==> config.mk <==
export PLATFORM = sky130hd
export DESIGN_NAME = comando_up_down
export DESIGN_NICKNAME = d
export VERILOG_FILES = /design/src/rtl/comando_up_down_pkg.sv /design/src/rtl/comando_up_down_filtro_tecla.sv /design/src/rtl/comando_up_down.sv
export SDC_FILE = /design/constraint.sdc
export NUM_CORES = 1
export LEC_CHECK = 0
export ABC_AREA = 1
export CORE_MARGIN = 5
export CORE_UTILIZATION = 45
export CTS_BUF_LIST = sky130_fd_sc_hd__clkbuf_16
export DETAILED_ROUTE_END_ITERATION = 10
export PLACE_DENSITY = 0.76
export SLEW_MARGIN = 20
export SYNTH_ARGS = -nofsm -noshare
export SYNTH_HDL_FRONTEND = slang
export SYNTH_SLANG_ARGS = --single-unit
==> constraint.sdc <==
create_clock -name clock_inicial -period 1.65 [get_ports clock_inicial]
set_input_delay 0.165 -clock clock_inicial [delete_from_list [all_inputs] [get_ports clock_inicial]]
set_output_delay 0.165 -clock clock_inicial [all_outputs]
set_load 0.01 [all_outputs]
==> src/rtl/comando_up_down_pkg.sv <==
// Shared definitions for the comando_up_down button front-end:
// debounce state encoding and default timing constants.
package comando_up_down_pkg;

    typedef enum logic [1:0] {
        SOLTO        = 2'b00,
        FILTRA_PRESS = 2'b01,
        PRESSIONADO  = 2'b10,
        FILTRA_SOLTA = 2'b11
    } estado_t;

    localparam int DEBOUNCE_CYCLES_DEF = 50000;
    localparam int REPEAT_DELAY_DEF    = 25000000;
    localparam int REPEAT_PERIOD_DEF   = 10000000;

endpackage

==> src/rtl/comando_up_down_filtro_tecla.sv <==
// filtro_tecla: single-key front-end. 2-flop synchronizer, debounce FSM and,
// when AUTO_REPEAT_EN is defined, a hold counter generating auto-repeat events.
// o_evento is a combinational one-cycle pulse; the consumer registers it on the
// same edge on which the FSM commits the press.
module filtro_tecla
    import comando_up_down_pkg::*;
#(
    parameter int DEBOUNCE_CYCLES = DEBOUNCE_CYCLES_DEF,
    parameter int REPEAT_DELAY    = REPEAT_DELAY_DEF,
    parameter int REPEAT_PERIOD   = REPEAT_PERIOD_DEF
)(
    input  logic clock_inicial,
    input  logic RESET,
    input  logic i_tecla_n,
    output logic o_evento
);

    localparam int CW = $clog2(DEBOUNCE_CYCLES + 1);

    // Reject configurations the counters cannot honour.
    if (DEBOUNCE_CYCLES < 2 || REPEAT_PERIOD < 1 || REPEAT_PERIOD > REPEAT_DELAY) begin : g_param_invalido
        $error("filtro_tecla: invalid DEBOUNCE_CYCLES/REPEAT_DELAY/REPEAT_PERIOD");
    end

    logic          r_sync1;
    logic          r_sync2;
    estado_t       r_estado;
    estado_t       w_estado_prox;
    logic [CW-1:0] r_cnt;
    logic [CW-1:0] w_cnt_prox;
    logic [CW-1:0] w_cnt_inc;
    logic          w_tecla_solta;
    logic          w_evento;

`ifdef AUTO_REPEAT_EN
    localparam int HW = $clog2(REPEAT_DELAY + 1);
    logic [HW-1:0] r_hold;
    logic [HW-1:0] w_hold_prox;
`endif

    // Synchronizer; idles high so the key reads as released out of reset.
    always_ff @(posedge clock_inicial) begin
        if (RESET) begin
            r_sync1 <= 1'b1;
            r_sync2 <= 1'b1;
        end else begin
            r_sync1 <= i_tecla_n;
            r_sync2 <= r_sync1;
        end
    end

    assign w_tecla_solta = r_sync2;
    // Saturating increment: the counter never wraps while the key stays put.
    assign w_cnt_inc = (r_cnt == CW'(DEBOUNCE_CYCLES)) ? r_cnt : r_cnt + 1'b1;

    // Debounce state, filter counter and hold counter registers.
    always_ff @(posedge clock_inicial) begin
        if (RESET) begin
            r_estado <= SOLTO;
            r_cnt    <= '0;
`ifdef AUTO_REPEAT_EN
            r_hold   <= '0;
`endif
        end else begin
            r_estado <= w_estado_prox;
            r_cnt    <= w_cnt_prox;
`ifdef AUTO_REPEAT_EN
            r_hold   <= w_hold_prox;
`endif
        end
    end

    // Next-state logic; a press event fires on the edge that confirms it.
    always_comb begin
        w_estado_prox = r_estado;
        w_cnt_prox    = r_cnt;
        w_evento      = 1'b0;
`ifdef AUTO_REPEAT_EN
        w_hold_prox   = '0;
`endif
        case (r_estado)
            SOLTO: begin
                if (!w_tecla_solta) begin
                    w_estado_prox = FILTRA_PRESS;
                    w_cnt_prox    = '0;
                end
            end
            FILTRA_PRESS: begin
                if (w_tecla_solta) begin
                    w_estado_prox = SOLTO;
                end else begin
                    w_cnt_prox = w_cnt_inc;
                    if (w_cnt_inc == CW'(DEBOUNCE_CYCLES)) begin
                        w_estado_prox = PRESSIONADO;
                        w_evento      = 1'b1;
                    end
                end
            end
            PRESSIONADO: begin
                if (w_tecla_solta) begin
                    w_estado_prox = FILTRA_SOLTA;
                    w_cnt_prox    = '0;
                end else begin
`ifdef AUTO_REPEAT_EN
                    // First repeat after REPEAT_DELAY; later ones restart the
                    // count so the next fires REPEAT_PERIOD cycles on.
                    if (r_hold == HW'(REPEAT_DELAY - 1)) begin
                        w_evento    = 1'b1;
                        w_hold_prox = HW'(REPEAT_DELAY - REPEAT_PERIOD);
                    end else begin
                        w_hold_prox = r_hold + 1'b1;
                    end
`endif
                end
            end
            FILTRA_SOLTA: begin
                if (!w_tecla_solta) begin
                    w_estado_prox = PRESSIONADO;
                end else begin
                    w_cnt_prox = w_cnt_inc;
                    if (w_cnt_inc == CW'(DEBOUNCE_CYCLES)) begin
                        w_estado_prox = SOLTO;
                    end
                end
            end
            default: begin
                w_estado_prox = SOLTO;
                w_cnt_prox    = '0;
            end
        endcase
    end

    assign o_evento = w_evento;

endmodule

==> src/rtl/comando_up_down.sv <==
// comando_up_down: debounced UP/DOWN command producer for the up/down counter.
// Each confirmed press sets a pending level held until the consumer's AMOSTRA
// strobe; a repeated event on an already pending command pulses SOBREPOSICAO.
// Optional feature: define AUTO_REPEAT_EN for hold-to-repeat events.
module comando_up_down
    import comando_up_down_pkg::*;
#(
    parameter int DEBOUNCE_CYCLES = DEBOUNCE_CYCLES_DEF,
    parameter int REPEAT_DELAY    = REPEAT_DELAY_DEF,
    parameter int REPEAT_PERIOD   = REPEAT_PERIOD_DEF
)(
    input  logic clock_inicial,
    input  logic RESET,
    input  logic KEY_UP_N,
    input  logic KEY_DOWN_N,
    input  logic AMOSTRA,
    output logic UP,
    output logic DOWN,
    output logic SOBREPOSICAO
);

    logic w_ev_up;
    logic w_ev_down;
    logic r_pend_up;
    logic r_pend_down;
    logic r_sobrepos;
    logic w_coalesce;

    filtro_tecla #(
        .DEBOUNCE_CYCLES (DEBOUNCE_CYCLES),
        .REPEAT_DELAY    (REPEAT_DELAY),
        .REPEAT_PERIOD   (REPEAT_PERIOD)
    ) u_filtro_up (
        .clock_inicial (clock_inicial),
        .RESET         (RESET),
        .i_tecla_n     (KEY_UP_N),
        .o_evento      (w_ev_up)
    );

    filtro_tecla #(
        .DEBOUNCE_CYCLES (DEBOUNCE_CYCLES),
        .REPEAT_DELAY    (REPEAT_DELAY),
        .REPEAT_PERIOD   (REPEAT_PERIOD)
    ) u_filtro_down (
        .clock_inicial (clock_inicial),
        .RESET         (RESET),
        .i_tecla_n     (KEY_DOWN_N),
        .o_evento      (w_ev_down)
    );

    // An event is coalesced when its command is still pending and not being
    // sampled this cycle; a sampled command accepts the new event as fresh.
    assign w_coalesce = (w_ev_up   & r_pend_up   & ~AMOSTRA) |
                        (w_ev_down & r_pend_down & ~AMOSTRA);

    // Pending command levels and the coalescing pulse, registered together.
    always_ff @(posedge clock_inicial) begin
        if (RESET) begin
            r_pend_up   <= 1'b0;
            r_pend_down <= 1'b0;
            r_sobrepos  <= 1'b0;
        end else begin
            r_pend_up   <= w_ev_up   | (r_pend_up   & ~AMOSTRA);
            r_pend_down <= w_ev_down | (r_pend_down & ~AMOSTRA);
            r_sobrepos  <= w_coalesce;
        end
    end

    assign UP           = r_pend_up;
    assign DOWN         = r_pend_down;
    assign SOBREPOSICAO = r_sobrepos;

endmodule
==> impl_metrics.csv <==
group,metric,value,unit
setup_path,cpPeakStageDelay,380,ps
pwr,pwr-share-clk,50.5,%
sta,maxSlewViolCount,0,
detailed_routing,drt_wl_total,8.766,mm
setup_path,required,1870,ps
floorplanning,io_pins,8,
synth,synthesis.area,2709,um^2
global_routing,grtUsageTotal,22.77,%
detailed_routing,drtIter0Drc,249,
cts,cts_max_level,2,
finish,stdcell_area,3978,um^2
pwr,pwr-share-seq,44.9,%
synth,synthTopCellsByCount,"nand2_1, nor2_1, inv_1",
global_routing,grt_pass1_vias,3180,
detailed_routing,drt.antenna.violating_nets,0,
finish,fin_cells,600,
floorplanning,start_util,46.02,%
synth,synth_cells,431,
floorplanning,core_area,5886,um^2
cts,ctsHoldBuffers,0,
setup_path,worstSetupEndpointType,"register",
pwr,combPwrFrac,4.6,%
synth,synthTopCellsByArea,"dfxtp_1, nand2_1, nor2_1",
setup_path,crit_arrival,2090,ps
setup_path,crit_path_cell_trace,"nand2_1 -> nor2_2 -> buf_4 -> nand3_2 -> nand2_1 -> nand2_1 -> inv_2 -> nand3_2 -> nor2_4 -> buf_4 -> buf_4 -> nand4_1 -> a21oi_1",
global_routing,antenna_found_initial,0,
detailed_routing,drc,0,
pwr,ir_drop,450.0,uV
finish,area_growth,46.84,%
finish,num_antenna_cells,0,
floorplanning,die-area,7671,um^2
finish,fillers,452,
synth,yosys_warnings,0,
cts,max-clock-path-buffers,2,
sta,setup_viol,9,
synth,synth_enable_flop_cells,0,
floorplanning,dieWidth,87.59,um
finish,final_nets,533,
global_routing,grt_start_max_net_pins,25,
detailed_routing,drt-pass1-iter-count,5,
cts,cts_root_buffer,"clkbuf_16",
floorplanning,die_h,87.59,um
finish,drive_gt1_share,35.24,%
detailed_routing,wire_per_inst,14.61,um
synth,synth-seq-cells,43,
detailed_routing,vias_per_cell,5.423,
sta,hold_viol_final,0,
sta,finalCritPeriodShare,113.3,%
detailed_routing,num_vias,3254,
pwr,p_leak,1.670,nW
synth,synth_top_cell_by_area,"dfxtp_1",
cts,insertion_delay,290,ps
cts,cts.clk_slew.worst_paths,70,ps
run_status,status,"finished, violations left",
cts,numClockSinks,43,
placed_design,globalplace.congestion,0.9284,
pwr,power.total,2.324,mW
synth,synthFlopType,"dfxtp_1",
synth,yosysSeqAreaShare,31.78,%
setup_path,start_kind,"register",
global_routing,overflow,0,
synth,syn_avg_cell_area,6.285,um^2
global_routing,grt_pass1_wl,13.92,mm
pwr,power_density,584.2,nW/um^2
finish,top_regs,"u_filtro_down.r_cnt (16), u_filtro_up.r_cnt (16)",
pwr,swShare,22.57,%
sta,slew_headroom,76.27,%
placed_design,placed_area,3406,um^2
run_status,violations,"negative setup slack",
synth,synthArstFlopShare,0,%
cts,cts_tree,"built",
synth,synth_nets,440,
pwr,p_switching,524.4,uW
synth,yosysTopAreaCellShare,31.78,%
run,cap_violations,0,
placed_design,dp_cells,574,
floorplanning,rows,28,
setup_path,crit_type,"register to register",
sta,worst_pin_slew,353.4,ps
pwr,internal-power,1.799,mW
hold_path,hold_path_class,"register to register",
sta,fin_worst_skew,5.996,ps
setup_path,cp_max_fo,4,
synth,synth.most_common_cell,"nand2_1",
placed_design,dpl.hpwl,5.597,mm
setup_path,cp_slowest_cell,"dfxtp_2",
sta,fin_crit,1870,ps
synth,yosys.cell_types.count,34,
cts,cts_buffers,5,
sta,fmax,534.7,MHz
placed_design,port_buffers,7,
sta,setup_slack,-220.0,ps
sta,rsz0062_at_grt,"yes",
## through the flow
| step | hold WS (ps) | TNS (ps) | setup slack (ps) | util (%) |
|---|---|---|---|---|
| 4_1_cts | 416.9 | -603.3 | -151.5 | 65.03 |
| 3_5_place_dp | 399.3 | -1084 | -232.4 | 57.87 |
| 6_report | 409.0 | -1446 | -220.0 | 67.58 |
| 2_1_floorplan | 268.8 | -0.9865 | -0.9865 | - |
| 3_3_place_gp | 396.1 | -704.6 | -148.9 | 57.87 |
| 5_1_grt | 423.5 | -2460 | -331.7 | 67.58 |
## per-layer routing
layer  GRT usage, %  wire (um)  up-vias
met5              0          0        -
met4          11.44        405        0
met3          4.045        442       48
met2          41.85       4585      134
met1          24.89       3333     1526
li1               -          -     1546
## area by class of cell
| cell class | count | area, um^2 | share of cell area (%) |
|---|---|---|---|
| clock buffer | 5 | 125.1 | 3.146 |
| clock inverter | 3 | 47.55 | 1.195 |
| inverter | 54 | 202.7 | 5.096 |
| multi-input combinational | 324 | 1869 | 47.00 |
| sequential | 43 | 897.1 | 22.55 |
| tap | 75 | 93.84 | 2.359 |
| timing repair buffer | 96 | 742.0 | 18.65 |
## layout by cell type (no fill, tap or decap), types with 2 or more instances in the layout
master / Yosys / layout
clkbuf_16: 0 / 5
dfxtp_1: 43 / 28
nand2_1: 126 / 117
clkdlybuf4s50_1: 0 / 7
nand3b_1: 2 / 2
nand2_2: 4 / 11
nand3_1: 30 / 24
ha_4: 0 / 3
xor2_1: 10 / 7
inv_1: 53 / 47
or2_2: 4 / 4
a2bb2oi_1: 2 / 2
dfxtp_2: 0 / 8
nor2_1: 63 / 44
buf_4: 0 / 88
o21ai_2: 0 / 2
nand4_1: 16 / 16
a21boi_1: 1 / 2
xnor2_1: 5 / 5
nor2_4: 5 / 13
a21oi_1: 31 / 29
nand3_2: 3 / 8
nor3_1: 4 / 3
nand2_4: 2 / 4
nor2_2: 0 / 11
dfxtp_4: 0 / 7
xor2_2: 0 / 3
a21oi_2: 0 / 2
inv_2: 0 / 6
## worst max-delay path: cells and delay by family, from the launching register on
family / cells / cell delay, ps
compound gates: 1 / 130
flops: 1 / 380
simple gates: 8 / 850
buf+inv: 4 / 440
## kinds of logic (layout without fill, tap and decap cells)
group	count (synthesis)	after routing	share of synthesized area, %
simple gates	262	262	43.88
buf+inv	64	158	8.960
compound gates	43	43	8.684
flops	43	43	31.78
xor+xnor	15	15	4.850
fa+ha+maj	4	4	1.848
## power by group through the flow
| stage | combinational (mW) | sequential, mW | clock (mW) |
|---|---|---|---|
| final | 0.107 | 1.04 | 1.17 |
| after global routing | 0.117 | 1.04 | 1.24 |
| after CTS | 0.104 | 1.04 | 1.18 |
| after detailed placement | 0.102 | 1.08 | 0 |
| after global placement | 0.0983 | 1.08 | 0 |
| after floorplan | 0.0585 | 1.08 | 0 |
## worst paths after layout
kind | start | endpoint | slack (ps) | depth (start not counted)
setup / recovery | u_filtro_up.r_cnt[7] | SOBREPOSICAO | -220 | 13
hold / removal | u_filtro_up.r_sync1 | u_filtro_up.r_sync2 | 410 | 1
setup reg to reg | u_filtro_up.r_cnt[7] | SOBREPOSICAO | -220 | 13
hold reg to reg | u_filtro_up.r_sync1 | u_filtro_up.r_sync2 | 410 | 1
## timing repair
action / CTS / global route
pin swaps: 19 / 14
endpoints found under the hold margin: 0 / 0
setup endpoints to repair: 8 / 10
setup buffers: 15 / 3
resized for setup: 44 / 36
Note: power is estimated with default switching activity, not from simulation.
